File: config.mk
export PLATFORM = sky130hd
export DESIGN_NAME = hazard_ctrl
export DESIGN_NICKNAME = d
export VERILOG_FILES = /design/src/rtl/hazard_ctrl.sv
export SDC_FILE = /design/constraint.sdc
export NUM_CORES = 1
export LEC_CHECK = 0
export BUFFER_PORTS_ARGS = -buffer_cell sky130_fd_sc_hd__buf_4
export CORE_ASPECT_RATIO = 0.9
export CORE_MARGIN = 5
export CORE_UTILIZATION = 50
export DETAILED_ROUTE_END_ITERATION = 10
export PLACE_DENSITY = 0.85
export SYNTH_ARGS = -nofsm -noshare
export SYNTH_HDL_FRONTEND = slang
export SYNTH_SLANG_ARGS = --single-unit
File: constraint.sdc
create_clock -name clk -period 2.18 [get_ports clk]
set_clock_uncertainty 0.1 [all_clocks]
set_input_delay 0.218 -clock clk [delete_from_list [all_inputs] [get_ports clk]]
set_output_delay 0.218 -clock clk [all_outputs]
set_load 0.02 [all_outputs]
File: src/rtl/hazard_ctrl.sv
// hazard_ctrl: E/M/W write scoreboard that drives the D-stage stall and the operand forward selects.
// Build option HAZARD_FWD_EN enables forwarding; without it, any E/M producer match stalls.
module hazard_ctrl (
  input  logic        clk,
  input  logic        reset,
  input  logic [4:0]  D_rs,
  input  logic [4:0]  D_rt,
  input  logic [1:0]  D_rs_tuse,
  input  logic [1:0]  D_rt_tuse,
  input  logic [4:0]  D_wa,
  input  logic [1:0]  D_tnew,
  output logic        stall,
  output logic [1:0]  fwd_rs_sel,
  output logic [1:0]  fwd_rt_sel,
  output logic [15:0] stall_cnt
);

  typedef struct packed {
    logic [4:0] wa;
    logic [1:0] tnew;
  } sb_entry_t;

  sb_entry_t   e_q, m_q, w_q;
  logic [15:0] cnt_q;

  // Register $0 is never a real producer, so wa=0 entries never match.
  function automatic logic hit(input sb_entry_t x, input logic [4:0] r);
    return (x.wa != 5'd0) && (x.wa == r);
  endfunction

  function automatic logic [1:0] dec_sat(input logic [1:0] t);
    return (t == 2'd0) ? 2'd0 : t - 2'd1;
  endfunction

  always_ff @(posedge clk) begin
    if (reset) begin
      e_q <= '0;
      m_q <= '0;
      w_q <= '0;
    end else begin
      e_q <= stall ? sb_entry_t'('0) : sb_entry_t'({D_wa, D_tnew});
      m_q <= sb_entry_t'({e_q.wa, dec_sat(e_q.tnew)});
      w_q <= sb_entry_t'({m_q.wa, dec_sat(m_q.tnew)});
    end
  end

  always_ff @(posedge clk) begin
    if (reset)
      cnt_q <= '0;
    else if (stall && (cnt_q != 16'hFFFF))
      cnt_q <= cnt_q + 16'd1;
  end

  assign stall_cnt = cnt_q;

`ifdef HAZARD_FWD_EN
  logic unused_w_tnew;
  assign unused_w_tnew = ^w_q.tnew;

  function automatic logic op_stall(input sb_entry_t e, input sb_entry_t m,
                                    input logic [4:0] r, input logic [1:0] tuse);
    return (hit(e, r) && (e.tnew > tuse)) || (hit(m, r) && (m.tnew > tuse));
  endfunction

  // The youngest matching stage wins; if it is not ready yet, nothing older may be used.
  function automatic logic [1:0] op_sel(input sb_entry_t e, input sb_entry_t m,
                                        input sb_entry_t w, input logic [4:0] r);
    logic [1:0] sel;
    sel = 2'd0;
    if (hit(e, r))
      sel = (e.tnew == 2'd0) ? 2'd1 : 2'd0;
    else if (hit(m, r))
      sel = (m.tnew == 2'd0) ? 2'd2 : 2'd0;
    else if (hit(w, r))
      sel = 2'd3;
    return sel;
  endfunction

  always_comb begin
    stall      = op_stall(e_q, m_q, D_rs, D_rs_tuse) | op_stall(e_q, m_q, D_rt, D_rt_tuse);
    fwd_rs_sel = op_sel(e_q, m_q, w_q, D_rs);
    fwd_rt_sel = op_sel(e_q, m_q, w_q, D_rt);
  end
`else
  logic unused_nofwd;
  assign unused_nofwd = ^{D_rs_tuse, D_rt_tuse, w_q};

  // W never stalls: the register file writes in the first half-cycle.
  always_comb begin
    stall      = hit(e_q, D_rs) | hit(m_q, D_rs) | hit(e_q, D_rt) | hit(m_q, D_rt);
    fwd_rs_sel = 2'd0;
    fwd_rt_sel = 2'd0;
  end
`endif

endmodule

# Word level (Yosys, flattened, before mapping)
# Cells that the tools add are included.
classes:
  add_sub_neg: 1
  eq_ne: 5
  bitwise: 3
  reduce_logical: 8
op_table:
  columns: ["operator", "count"]
  rows:
  - ["$eq 5x5->1", 4]
  - ["$add 16x1->16 const B", 1]
  - ["$ne 16x16->1 const B", 1]
  - ["$reduce_bool 5->1", 2]
  - ["$logic_and 1x1->1", 5]
  - ["$or 1x1->1", 3]
  - ["$reduce_or 2->1", 1]
word_totals:
  reg_bits: 26
  elab_cells: 20

# Logic depth before layout (Yosys ltp)
depth:
  depth_word: 6
  mapped_depth: 8

# Worst setup path after synthesis
# No wires, ideal clock.
synth_timing:
  kind: "register to register"
  startpoint: "register cnt_q[0], in the netlist stall_cnt[0]"
  endpoint: "register cnt_q[9], in the netlist stall_cnt[9]"
  setup_ps: 70
  arrival_time_ps: 1949
  t_required_ps: 2010
  setup_slack_ps: 61
  path_stages_with_launch: 9
  n_path_buf: 1
  synth_period_minus_slack_ps: 2119
  path_cell_list: "dfxtp_1 -> ha_1 -> nand2_1 -> nor2_2 -> and4_4 -> buf_6 -> or4_1 -> or3_1 -> a21oi_1"
synth_via:
  elab_chain_len: 2
  word_cells_on_any_way: 3
  classes_between: "1 x add/sub; 1 x eq/ne; 1 x reduce/logical"
synth_lines:
  columns: ["element", "line_no", "rtl"]
  rows:
  - ["start: declaration", "24", "logic [15:0] cnt_q;"]
  - ["start signal: assignment", "51", "cnt_q <= cnt_q + 16'd1;"]
  - ["branches (longest 2 deep; another with $add 16x1->16)", null, null]
# Several ways; the timed one is not identified.
# A chain may end at the register's enable or synchronous reset.

# Worst setup path in the final report
# Same ends and word-level chain as after synthesis.

==> results.md <==
* CTS Buffer Depth at 2
* FF+latch count, synth at 26
* Placement Rows at 18
* Post-placement cell area at 0.00165 mm^2
* Placed cells at 221
* Clk slew on worst S/H paths at 0.14 ns
* Synth async-reset ratio at 0
* H-tree levels at 1
* Power share of the combinational group at 0.182
* Int Pwr at 0.000682 W
* Post-DR wirelength/cell at 15.1 um
* First-pass GRT wire length at 5780 um
* Yosys warns at 0
* # diodes at 0
* Post-Syn Area per Cell at 8.66 um^2
* Clock power share at 0.269
* Reg power frac at 0.549
* Worst Path Max Fanout at 10
* Top cells by area, synth: dfxtp_1 37%, xnor2_1 10%, a21oi_1 5.0%, or3_1 4.9%, o21ai_0 4.3%
* Hold Fails Final Rpt at 0
* Initial DRC count at 62
* Die Y at 60.1 um
* Tmin final at 2.14 ns
* Pin count of the biggest net entering global routing at 25
* Switching Power at 0.000246 W
* Worst EP arrival at 2.31 ns
* Final Total Pwr at 0.000927 W
* Top cell type's share of synthesized area at 0.373
* Nets at 229
* Post-synthesis sequential area ratio at 0.373
* Crit Path Category: reg -> reg
* Die area at 0.00395 mm^2
* Setup-failing EPs final at 0
* Final instance area at 0.00180 mm^2
* Fmax at 0.468 GHz
* Status: finished, final reports clean
* Initial antenna violation count at 0
* Cell with the most instances after synthesis: dfxtp_1
* Vias at 1344
* Die width at 65.7 um
* Fillcell total at 218
* Critical Path End Type: flip-flop
* Post-Route Setup TNS at 0 ns
* P&R area growth vs syn at 29.0%
* Vias in the first global route at 1298
* Worst VDD drop at 0.385 mV
* Dominant cell type by area after synthesis: dfxtp_1
* Main flop type after synthesis: dfxtp_1
* Core Area at 0.00270 mm^2
* Non-Filler Instances at 234
* Initial core utilization at 0.516
* Critical Path RT at 2.35 ns
* Max-slew violation count at 0
* TritonCTS clock tree: done
* PwrDens at 516 mW/mm^2
* ANT nets after route at 0
* Mapped Area at 0.00139 mm^2
* Num ports at 44
* Max_cap viols at 0
* Vias per inst at 5.74
* Clock sink count at 26
* Final WL at 3520 um
* I/O Buffers at 33
* RePlAce Congestion at 0.786
* Switching share of power at 0.265
* Hold Crit Class: in -> reg
* Period utilization at 0.980
* DRC viols at 0
* GR Util All Layers at 0.189
* GR Overflow Total at 0
* Layout cell share with drive strength beyond 1 at 0.309
* CP startpoint kind: flip-flop
* Post-synth EDFFs at 0
* Worst Hold Slack at 0.124 ns
* Clk_lat worst skew at 0.33 ns
* DP Wirelength at 2540 um
* CTS root buf: clkbuf_4
* Pre-antenna DRT Iters at 4
* Post-Synthesis Cells at 161
* Post-synth cell types at 33
* Most frequent cells after synthesis: 26 x dfxtp_1, 16 x xnor2_1, 14 x a21oi_1, 12 x o21ai_0, 11 x or3_1
* Pleak at 0.672 nW
* CTS Buf Count at 3
[state kept, by name (all words and copies together), names as in the netlist]
signal / flops
e_q: 5
m_q: 5
stall_cnt: 16
[stage by stage]
step                       util  setup WS (ns)
after global placement    0.612          0.114
after detailed placement  0.612         0.0249
after floorplan               -         0.0609
final                     0.665         0.0426
after global routing      0.665      -0.000410
after CTS                 0.658        0.00261
[critical path, stage by stage, from the launching register on]
cell and delay, ns:
dfxtp_1 0.38, ha_1 0.25, nand2_1 0.09, nor2_2 0.05, and4_4 0.22, or4_1 0.50, or3_1 0.34, a21oi_1 0.15
[path summary, 6_finish.rpt]
check                             startpoint             to  slack [ns]  cells past startpoint
worst max-delay path            stall_cnt[0]   stall_cnt[9]        0.04                      7
worst min-delay path                   reset  stall_cnt[14]        0.12                      2
worst min register to register        e_q[3]         m_q[3]        0.42                      1
worst max register to register  stall_cnt[0]   stall_cnt[9]        0.04                      7
[power by group through the flow]
stage / registers (W) / clock network [W] / logic, W
floorplan: 0.000515 / 0 / 0.0000969
global placement: 0.000516 / 0 / 0.000137
detailed placement: 0.000517 / 0 / 0.000145
CTS: 0.000508 / 0.000254 / 0.000165
global route: 0.000511 / 0.000271 / 0.000183
finish: 0.000509 / 0.000250 / 0.000169
[cell usage in the layout (no fill, tap or decap), types with 2 or more instances in the layout]
| cell | synthesis | final |
|---|---|---|
| buf_4 | 4 | 40 |
| dfxtp_1 | 26 | 19 |
| xnor2_1 | 16 | 16 |
| a21oi_1 | 14 | 14 |
| o21ai_0 | 12 | 12 |
| or3_1 | 11 | 11 |
| nand2_1 | 9 | 9 |
| nand3_1 | 8 | 8 |
| nor2b_1 | 8 | 8 |
| nor2_1 | 6 | 6 |
| and2_1 | 6 | 6 |
| nand4_1 | 6 | 6 |
| dfxtp_2 | 0 | 6 |
| dlygate4sd3_1 | 0 | 5 |
| xor2_1 | 4 | 4 |
| conb_1 | 1 | 4 |
| nor3_1 | 3 | 3 |
| or4_1 | 3 | 3 |
| clkbuf_4 | 0 | 3 |
| o32ai_2 | 1 | 2 |
| inv_1 | 2 | 2 |
| nand3_2 | 2 | 2 |
| o31ai_1 | 2 | 2 |
[cell type report]
cell class                      count  area (um^2)  area share
Sequential cell                    26          532       0.296
Clock buffer                        4         36.3      0.0202
Multi-Input combinational cell    126          823       0.458
Tap cell                           30         37.5      0.0209
Inverter                            2         7.51     0.00418
Timing Repair Buffer               46          362       0.201
[per-layer routing]
metal,GRT usage,vias up,share of wire
met2,0.346,61,0.51
li1,-,648,-
met1,0.226,631,0.41
met4,0.0710,0,0.015
met5,0,-,0
met3,0.0226,4,0.062
[cells by family (layout without fill, tap and decap cells)]
logic type | Yosys count | after routing | share of synthesized area
other | 1 | 4 | 0.00269
AOI/OAI and AO/OA | 31 | 31 | 0.131
adders and majority gates | 1 | 1 | 0.00898
buffers and inverters | 12 | 52 | 0.0539
xor gates and xnor gates | 20 | 20 | 0.126
DFF | 26 | 26 | 0.373
muxes | 2 | 2 | 0.0162
and+or+nand+nor | 68 | 68 | 0.288
[timing repair]
item,CTS,global route
hold buffers,5,0
setup endpoints to repair,1,9
buffers inserted,4,0
gates cloned,0,0
endpoints found under the hold margin,5,0
pin swaps,1,3
gates resized for setup,3,8
Note: power is estimated with default switching activity, not from simulation.
